`src/rtl/lsu_pkg.sv`:
```
// Shared types and encodings for the load/store unit bus bridge.
package lsu_pkg;

    typedef enum logic [1:0] {
        ST_IDLE,
        ST_REQ,
        ST_WAIT_RSP,
        ST_DONE
    } lsu_state_e;

    localparam logic [2:0] WIDTH_BYTE   = 3'b000;
    localparam logic [2:0] WIDTH_HALF   = 3'b001;
    localparam logic [2:0] WIDTH_WORD   = 3'b010;
    localparam logic [2:0] WIDTH_BYTE_U = 3'b100;
    localparam logic [2:0] WIDTH_HALF_U = 3'b101;

    localparam int unsigned LSU_TIMEOUT_DEFAULT = 255;

    function automatic logic is_byte(input logic [2:0] width);
        return (width == WIDTH_BYTE) || (width == WIDTH_BYTE_U);
    endfunction

    function automatic logic is_half(input logic [2:0] width);
        return (width == WIDTH_HALF) || (width == WIDTH_HALF_U);
    endfunction

endpackage

```
`src/rtl/lsu_align.sv`:
```
// Combinational lane steering: byte enables, store-data replication,
// load-data right shift and misalignment detection.
module lsu_align
    import lsu_pkg::*;
(
    input  logic [1:0]  i_offset,
    input  logic [2:0]  i_width,
    input  logic [31:0] i_wdata,
    input  logic [1:0]  i_rsp_offset,
    input  logic [31:0] i_rsp_rdata,
    output logic [3:0]  o_be,
    output logic [31:0] o_wdata,
    output logic [31:0] o_rdata,
    output logic        o_misaligned
);

    // Unlisted width encodings fall through to word behaviour.
    always_comb begin
        o_be         = 4'b1111;
        o_wdata      = i_wdata;
        o_misaligned = (i_offset != 2'b00);
        if (is_byte(i_width)) begin
            o_be         = 4'b0001 << i_offset;
            o_wdata      = {4{i_wdata[7:0]}};
            o_misaligned = 1'b0;
        end else if (is_half(i_width)) begin
            o_be         = 4'b0011 << {i_offset[1], 1'b0};
            o_wdata      = {2{i_wdata[15:0]}};
            o_misaligned = i_offset[0];
        end
    end

    assign o_rdata = i_rsp_rdata >> {i_rsp_offset, 3'b000};

endmodule

```
`src/rtl/lsu_bus_bridge.sv`:
```
// MEM-stage load/store to valid/ready bus bridge with response capture,
// misalignment reporting and a request/response timeout.
module lsu_bus_bridge
    import lsu_pkg::*;
#(
    parameter int unsigned TIMEOUT_CYCLES = LSU_TIMEOUT_DEFAULT
) (
    input  logic        clk_i,
    input  logic        reset_ni,
    input  logic [31:0] alu_result_mem_i,
    input  logic [31:0] write_data_mem_i,
    input  logic [2:0]  width_src_mem_i,
    input  logic        mem_write_mem_i,
    input  logic        mem_read_mem_i,
    input  logic        hold_i,
    output logic        req_valid_o,
    input  logic        req_ready_i,
    output logic        req_we_o,
    output logic [31:0] req_addr_o,
    output logic [3:0]  req_be_o,
    output logic [31:0] req_wdata_o,
    input  logic        rsp_valid_i,
    input  logic [31:0] rsp_rdata_i,
    output logic [31:0] read_data_mem_o,
    output logic        stall_mem_o,
    output logic        misaligned_o,
    output logic        bus_error_o
);

    localparam int unsigned      CNT_W    = $clog2(TIMEOUT_CYCLES + 1);
    localparam logic [CNT_W-1:0] CNT_LAST = CNT_W'(TIMEOUT_CYCLES - 1);

    lsu_state_e       r_state;
    logic [CNT_W-1:0] r_cnt;
    logic             r_req_valid;
    logic             r_req_we;
    logic [31:0]      r_req_addr;
    logic [3:0]       r_req_be;
    logic [31:0]      r_req_wdata;
    logic [1:0]       r_rsp_off;
    logic [31:0]      r_rdata;
    logic             r_misaligned;
    logic             r_bus_error;

    logic             w_access;
    logic             w_issue;
    logic             w_expire;
    logic             w_misaligned;
    logic [3:0]       w_be;
    logic [31:0]      w_wdata;
    logic [31:0]      w_rdata;

    lsu_align u_align (
        .i_offset     (alu_result_mem_i[1:0]),
        .i_width      (width_src_mem_i),
        .i_wdata      (write_data_mem_i),
        .i_rsp_offset (r_rsp_off),
        .i_rsp_rdata  (rsp_rdata_i),
        .o_be         (w_be),
        .o_wdata      (w_wdata),
        .o_rdata      (w_rdata),
        .o_misaligned (w_misaligned)
    );

    assign w_access = mem_write_mem_i || mem_read_mem_i;
    assign w_issue  = (r_state == ST_IDLE) && w_access && !w_misaligned;
    assign w_expire = (r_cnt >= CNT_LAST);

    always_ff @(posedge clk_i or negedge reset_ni) begin
        if (!reset_ni) begin
            r_state      <= ST_IDLE;
            r_cnt        <= '0;
            r_req_valid  <= 1'b0;
            r_req_we     <= 1'b0;
            r_req_addr   <= '0;
            r_req_be     <= '0;
            r_req_wdata  <= '0;
            r_rsp_off    <= '0;
            r_rdata      <= '0;
            r_misaligned <= 1'b0;
            r_bus_error  <= 1'b0;
        end else begin
            r_misaligned <= 1'b0;
            r_bus_error  <= 1'b0;
            case (r_state)
                ST_IDLE: begin
                    if (w_access && w_misaligned) begin
                        r_misaligned <= 1'b1;
                    end else if (w_access) begin
                        // A simultaneous read and write is issued as a store.
                        r_req_valid <= 1'b1;
                        r_req_we    <= mem_write_mem_i;
                        r_req_addr  <= {alu_result_mem_i[31:2], 2'b00};
                        r_req_be    <= w_be;
                        r_req_wdata <= w_wdata;
                        r_rsp_off   <= alu_result_mem_i[1:0];
                        r_cnt       <= '0;
                        r_state     <= ST_REQ;
                    end
                end
                ST_REQ: begin
                    if (req_ready_i) begin
                        r_req_valid <= 1'b0;
                        r_cnt       <= r_cnt + 1'b1;
                        r_state     <= r_req_we ? ST_DONE : ST_WAIT_RSP;
                    end else if (w_expire) begin
                        r_req_valid <= 1'b0;
                        r_bus_error <= 1'b1;
                        r_rdata     <= '0;
                        r_state     <= ST_DONE;
                    end else begin
                        r_cnt <= r_cnt + 1'b1;
                    end
                end
                ST_WAIT_RSP: begin
                    if (rsp_valid_i) begin
                        r_rdata <= w_rdata;
                        r_state <= ST_DONE;
                    end else if (w_expire) begin
                        r_bus_error <= 1'b1;
                        r_rdata     <= '0;
                        r_state     <= ST_DONE;
                    end else begin
                        r_cnt <= r_cnt + 1'b1;
                    end
                end
                ST_DONE: begin
                    if (!hold_i) begin
                        r_state <= ST_IDLE;
                    end
                end
                default: r_state <= ST_IDLE;
            endcase
        end
    end

    assign stall_mem_o     = reset_ni && ((r_state == ST_REQ) || (r_state == ST_WAIT_RSP) || w_issue);
    assign req_valid_o     = r_req_valid;
    assign req_we_o        = r_req_we;
    assign req_addr_o      = r_req_addr;
    assign req_be_o        = r_req_be;
    assign req_wdata_o     = r_req_wdata;
    assign read_data_mem_o = r_rdata;
    assign misaligned_o    = r_misaligned;
    assign bus_error_o     = r_bus_error;

endmodule

```
`config.mk`:
```
export PLATFORM = sky130hd
export DESIGN_NAME = lsu_bus_bridge
export DESIGN_NICKNAME = d
export VERILOG_FILES = /design/src/rtl/lsu_pkg.sv /design/src/rtl/lsu_align.sv /design/src/rtl/lsu_bus_bridge.sv
export SDC_FILE = /design/constraint.sdc
export NUM_CORES = 1
export LEC_CHECK = 0
export CAP_MARGIN = 20
export CORE_UTILIZATION = 40
export DETAILED_ROUTE_END_ITERATION = 12
export PLACE_DENSITY = 0.74
export SLEW_MARGIN = 0
export SYNTH_ARGS = -nofsm -noshare
export SYNTH_HDL_FRONTEND = slang
export SYNTH_SLANG_ARGS = --single-unit
```
`constraint.sdc`:
```
create_clock -name clk_i -period 5.3 [get_ports clk_i]
set_input_delay 1.06 -clock clk_i [delete_from_list [all_inputs] [get_ports clk_i]]
set_output_delay 1.06 -clock clk_i [all_outputs]
set_load 0.005 [all_outputs]
```
==> Yosys cells after proc, flatten, opt, wreduce, memory -nomap -nowiden <==
Cells that the tools add are included.
{ "totals": {"register_bits": 114, "latch_bits": 0, "ram_bits": 0, "mem_bits_ro": 0, "in_bits": 106, "out_inout_bits": 105, "memories": 0} }
{ "op_classes": {"add_sub_neg": 1, "mul": 0, "div_mod_pow": 0, "order_cmp": 1, "eq_ne": 12, "shifts": 3, "mux": 35, "bitwise": 1, "reduce_logical": 21} }
{ "ops": {"columns": ["operator", "count"], "rows": [
  ["32-bit 2-to-1 mux", 5],
  ["32-bit case mux with 2 select lines", 1],
  ["8-bit 2-to-1 mux", 5],
  ["32-bit by 5-bit >> shifter with 32-bit output", 1],
  ["8-bit case mux with 3 select lines", 1],
  ["1-bit 2-to-1 mux", 12],
  ["2-bit 2-to-1 mux", 6],
  ["2-bit != test, second input constant", 5],
  ["8-bit by 1-bit adder with 8-bit output, second input constant", 1],
  ["8-bit >= comparator, second input constant", 1],
  ["4-bit 2-to-1 mux", 2],
  ["2-bit case mux with 4 select lines", 1],
  ["4-bit AND reduction", 2],
  ["3-bit equality test, second input constant", 2],
  ["3-bit AND reduction", 2],
  ["2-bit nonzero test", 3],
  ["1-bit logical OR", 5],
  ["2-bit equality test, second input constant", 2],
  ["1-bit logical AND", 4],
  ["1-bit case mux with 2 select lines", 2],
  ["1-bit by 2-bit left shift with 4-bit output, first input constant", 1],
  ["2-bit by 2-bit left shift with 4-bit output, first input constant", 1],
  ["3-bit by 1-bit equality test with 1-bit output, second input constant", 1],
  ["3-bit zero test", 1],
  ["7 further kinds", 7]
]} }

==> Logic depth before layout (Yosys ltp) <==
{ "depth": {"word_depth": 8, "ltp_mapped": 8} }

==> Cells and area by module <==
A second synthesis with hierarchy kept.
{ "hier_totals": {"hier_cells": 448, "area_unflattened_um2": 5637.9} }
{ "by_module_without_submodules": {"columns": ["module", "instances", "cells_per_inst", "area_each_um2", "seq_area_each_um2"], "rows": [
  ["lsu_bus_bridge", 1, 320, 4570.6, 2852.7],
  ["lsu_align", 1, 128, 1067.3, 0.0]
]} }

==> Least setup slack after synthesis <==
OpenSTA, ideal clock, no wires.
{ "synth_timing": {"kind": "input-to-output", "start": "input port width_src_mem_i[1]", "end": "output port stall_mem_o", "t_arrival_ns": 1.915, "t_required_ns": 4.240, "slack_ns": 2.325, "path_stages": 6, "path_buffers": 3, "cell_sequence": "clkbuf_1 -> a21oi_1 -> o21bai_1 -> buf_2 -> buf_2 -> a21boi_0"} }
{ "synth_between": {"elab_chain_len": 8, "elab_cells_between_ends": 12, "classes_between": "3 x eq/ne; 2 x mux; 7 x reduce/logical"} }
{ "synth_lines": {"columns": ["element", "line_no", "text"], "rows": [
  ["start: declaration", "lsu_bus_bridge.sv:12", "input logic [2:0] width_src_mem_i,"],
  ["3-bit by 1-bit equality test with 1-bit output / 3-bit equality test (equally long branches)", "lsu_pkg.sv:24", "return (width == WIDTH_HALF) || (width == WIDTH_HALF_U);"],
  ["1-bit logical OR", "lsu_pkg.sv:24", null],
  ["1-bit 2-to-1 mux", "lsu_align.sv:26", "end else if (is_half(i_width)) begin"],
  ["1-bit 2-to-1 mux (*)", "lsu_align.sv:22", "if (is_byte(i_width)) begin"],
  ["1-bit zero test (*)", "lsu_bus_bridge.sv:66", "assign w_issue = (r_state == ST_IDLE) && w_access && !w_misaligned;"],
  ["1-bit logical AND (*)", "lsu_bus_bridge.sv:66", null],
  ["1-bit logical OR (*)", "lsu_bus_bridge.sv:137", "assign stall_mem_o = reset_ni && ((r_state == ST_REQ) || (r_state == ST_WAIT_RSP) || w_issue);"],
  ["1-bit logical AND (*)", "lsu_bus_bridge.sv:137", null],
  ["end: declaration", "lsu_bus_bridge.sv:25", "output logic stall_mem_o,"]
]} }
Every way passes the cells marked *; elsewhere a longest branch is shown, timed or not.

==> Final worst setup path <==
{ "layout_timing": {"start": "input port alu_result_mem_i[0]", "end": "output port stall_mem_o"} }
{ "layout_between": {"elab_chain_len": 7} }
{ "layout_lines": {"columns": ["element", "line_no", "text"], "rows": [
  ["start: declaration", "lsu_bus_bridge.sv:10", "input logic [31:0] alu_result_mem_i,"],
  ["2-bit nonzero test", "lsu_align.sv:21", "o_misaligned = (i_offset != 2'b00);"],
  ["1-bit 2-to-1 mux (*)", "lsu_align.sv:26", null],
  ["1-bit 2-to-1 mux (*)", "lsu_align.sv:22", null],
  ["1-bit zero test (*)", "lsu_bus_bridge.sv:66", null],
  ["1-bit logical AND (*)", "lsu_bus_bridge.sv:66", null],
  ["1-bit logical OR (*)", "lsu_bus_bridge.sv:137", null],
  ["1-bit logical AND (*)", "lsu_bus_bridge.sv:137", null]
]} }
Marked as above.

==> reports/qor.txt <==
Syn-to-layout area delta - 51.2%
Crit-path cells - clkdlybuf4s50_1, a21oi_1, o21bai_4, a21boi_0, clkdlybuf4s50_1
Gpl congestion - 0.842
Final Max Slew Viols - 0
DR vias - 4,633
CP endpoint kind - output pin
Die footprint - 14,100 um^2
Synth Instances - 487
Drt wl/cell - 17.6 um
CP Launch Type - input pin
I/O Buffers - 207
Drt first pass iters - 4
Layout Skew - 0.00522 ns
Busiest grt layer - met2
Clk slew on worst S/H paths - 0.06 ns
Share of layout cells above drive strength 1 - 13.0%
Clk root buf - clkbuf_16
CP Depth - 5
Final setup fails - 0
Global-route wire length before repair - 24.7 mm
Synth Flop Type - dfrtp_1
Area after detailed placement - 7630 um^2
Buf+Inv Stages, Crit Path - 2
Crit-path max cell delay - 0.62 ns
GRT met2 Usage - 36.3%
Routed WL - 15.4 mm
Worst-Skew Late Latency - 0.41 ns
Post-place setup slack - 1.38 ns
RSZ-0062 raised after global routing - no
Rel. slew slack - 31.1%
GRT Overall Usage - 22.7%
Worst Hold Class - reg2reg
Rows - 42
Worst slew pin tran - 1.03 ns
Share of flip-flops with an asynchronous set or reset - 100%
Post-CTS sizing - 0
Final Power - 4.61 mW
Area leader, netlist - dfrtp_1
Achievable frequency - 256 MHz
Worst Path Arrival - 2.85 ns
Antenna-violating nets left - 0
Gr ovfl total - 0
Worst Reg-to-Reg Cells - 6
Synth unique cells - 55
Fin worst setup slack - 1.39 ns
Largest net degree at the start of global routing - 90
Final period utilization - 73.7%
Worst vdd ir - 0.000359 V
Final Instance Area - 8260 um^2
Sequential share of the synthesized area - 52.3%
Synth top area cells - dfrtp_1 (52%), mux2_2 (8.5%), mux2i_1 (7.3%), o21ai_0 (4.5%), nand2_1 (3.2%)
Tmin final - 3.91 ns
Pwr Density - 558 nW/um^2
Htree depth - 4
Initial DRC count - 285
Most frequent CP cell - clkdlybuf4s50_1
Critical-path top delay cell - clkdlybuf4s50_1
Clk sinks - 114
Max Cap Viol - 0
Register area - 2850 um^2
Top-area cell type share of the netlist area - 52.3%
Die W - 119 um
Core ar. - 13,300 um^2
Num CTS Buffers - 17
Layout Utilization - 62.1%
Setup tns final - 0 ns
Ant. Diodes - 0
Fin nets - 800
Buffer count from post-CTS setup fixing - 0
Setup CP Type - in2out
Met1 Resource Use GR - 27.2%
Clock Path Buffers - 2
Area of the mapped netlist - 5460 um^2
Lkg Pwr - 3.55 nW
Multi-input logic area - 2420 um^2
Post-synthesis area per instance - 11.2 um^2
Vias in the first global route - 4,782
Hold path depth - 2
Starting Density - 41.1%
YS warnings - 0
DP HPWL - 10.8 mm
# IOs - 211
Routed vias/inst - 5.29
Number of flops mapped to enable cells by yosys - 0
Crit Path Max Fanout - 11
Critical path's top delay family - buffers and inverters
Post-cts hold buffer count - 0
Fin. Hold Viols - 0
CTS tree - built
Die Y-Extent - 119 um
M3 GR Usage - 10.2%
WP data required - 4.24 ns
Initial antenna violation count - 0
Filler Cell Count - 1,069
Residual DRC - 0
Status - complete, no violations
#FFs+latches synth - 114
## cell families after synthesis
kind of cell | share of synthesized area, %
XOR/XNOR | 0.160
AO/OA/AOI/OAI | 17.4
AND/OR/NAND/NOR | 9.10
flip-flops | 52.3
adder cells (fa/ha/maj) | 1.60
multiplexers | 15.8
buffers and inverters | 3.67
other | 0.0687
## per-layer routing
layer | up-vias | routed length (um)
li1 | 2184 | -
met1 | 2240 | 6290
met2 | 193 | 7510
met3 | 16 | 1430
met4 | 0 | 211
met5 | - | 0
## power breakdown
| part | switching, mW | internal, mW | leakage, nW |
|---|---|---|---|
| sequential | 0.256 | 1.26 | 1.42 |
| clock | 0.405 | 0.765 | 0.297 |
| combinational | 0.775 | 1.15 | 1.84 |
## registers in the layout (all words and copies together) (netlist names)
name	count
bus_error_o	1
misaligned_o	1
r_cnt	8
r_rsp_off	2
r_state	2
read_data_mem_o	32
req_addr_o	30
req_be_o	4
req_valid_o	1
req_wdata_o	32
req_we_o	1
## per-stage QoR
| step | instances | hold slack (ns) |
|---|---|---|
| global route | 876 | 0.504 |
| detailed placement | 842 | 0.470 |
| finish | 876 | 0.478 |
| floorplan | 488 | 0.473 |
| global placement | 842 | 0.462 |
| CTS | 874 | 0.482 |
## cells in the final DEF, fill, tap and decap left out, types with 12 or more instances in the layout
| cell | count |
|---|---|
| clkdlybuf4s50_1 | 206 |
| dfrtp_1 | 114 |
| o21ai_0 | 49 |
| nand2_1 | 47 |
| mux2_2 | 41 |
| mux2i_1 | 40 |
| nor2_1 | 23 |
| a22o_1 | 17 |
| clkbuf_16 | 17 |
| a21oi_1 | 12 |
## area by class of cell
class	count	share of cell area (%)
Sequential cell	114	34.6
Multi-Input combinational cell	333	29.3
Timing Repair Buffer	215	25.8
Clock buffer	20	5.53
Tap cell	176	2.67
Clock inverter	12	1.88
Inverter	6	0.273
## cells in the mapped netlist (all sizes together), types with 3 or more instances
master     n
a22o      17
ha         7
a32o       8
o31ai      7
o2bb2ai    9
nor3       5
nor2      25
dfrtp    114
clkbuf    13
a211oi     3
o211ai     3
o21ai     51
nand2     47
buf       22
mux2i     40
a31oi      3
a21oi     12
mux2      41
nor2b      9
and3       4
a211o      8
nand2b     3
inv        6
## worst reg2reg max path, stage by stage, from the launching register on
cell	delay [ns]
dfrtp_1	0.40
inv_1	0.11
ha_1	0.27
o21ai_2	0.19
o21bai_4	0.20
buf_4	0.70
mux2_2	0.49
## path summary, 6_finish.rpt
check | startpoint | endpoint | slack [ns]
setup / recovery | alu_result_mem_i[0] | stall_mem_o | 1.39
hold / removal | req_wdata_o[9] | req_wdata_o[9] | 0.48
setup reg to reg | r_state[1] | req_addr_o[14] | 2.82
hold reg to reg | req_wdata_o[9] | req_wdata_o[9] | 0.48
max in group asynchronous | reset_ni | read_data_mem_o[14] | 3.34
min in group asynchronous | reset_ni | req_wdata_o[7] | 0.71
(Power assumes the default switching activity.)
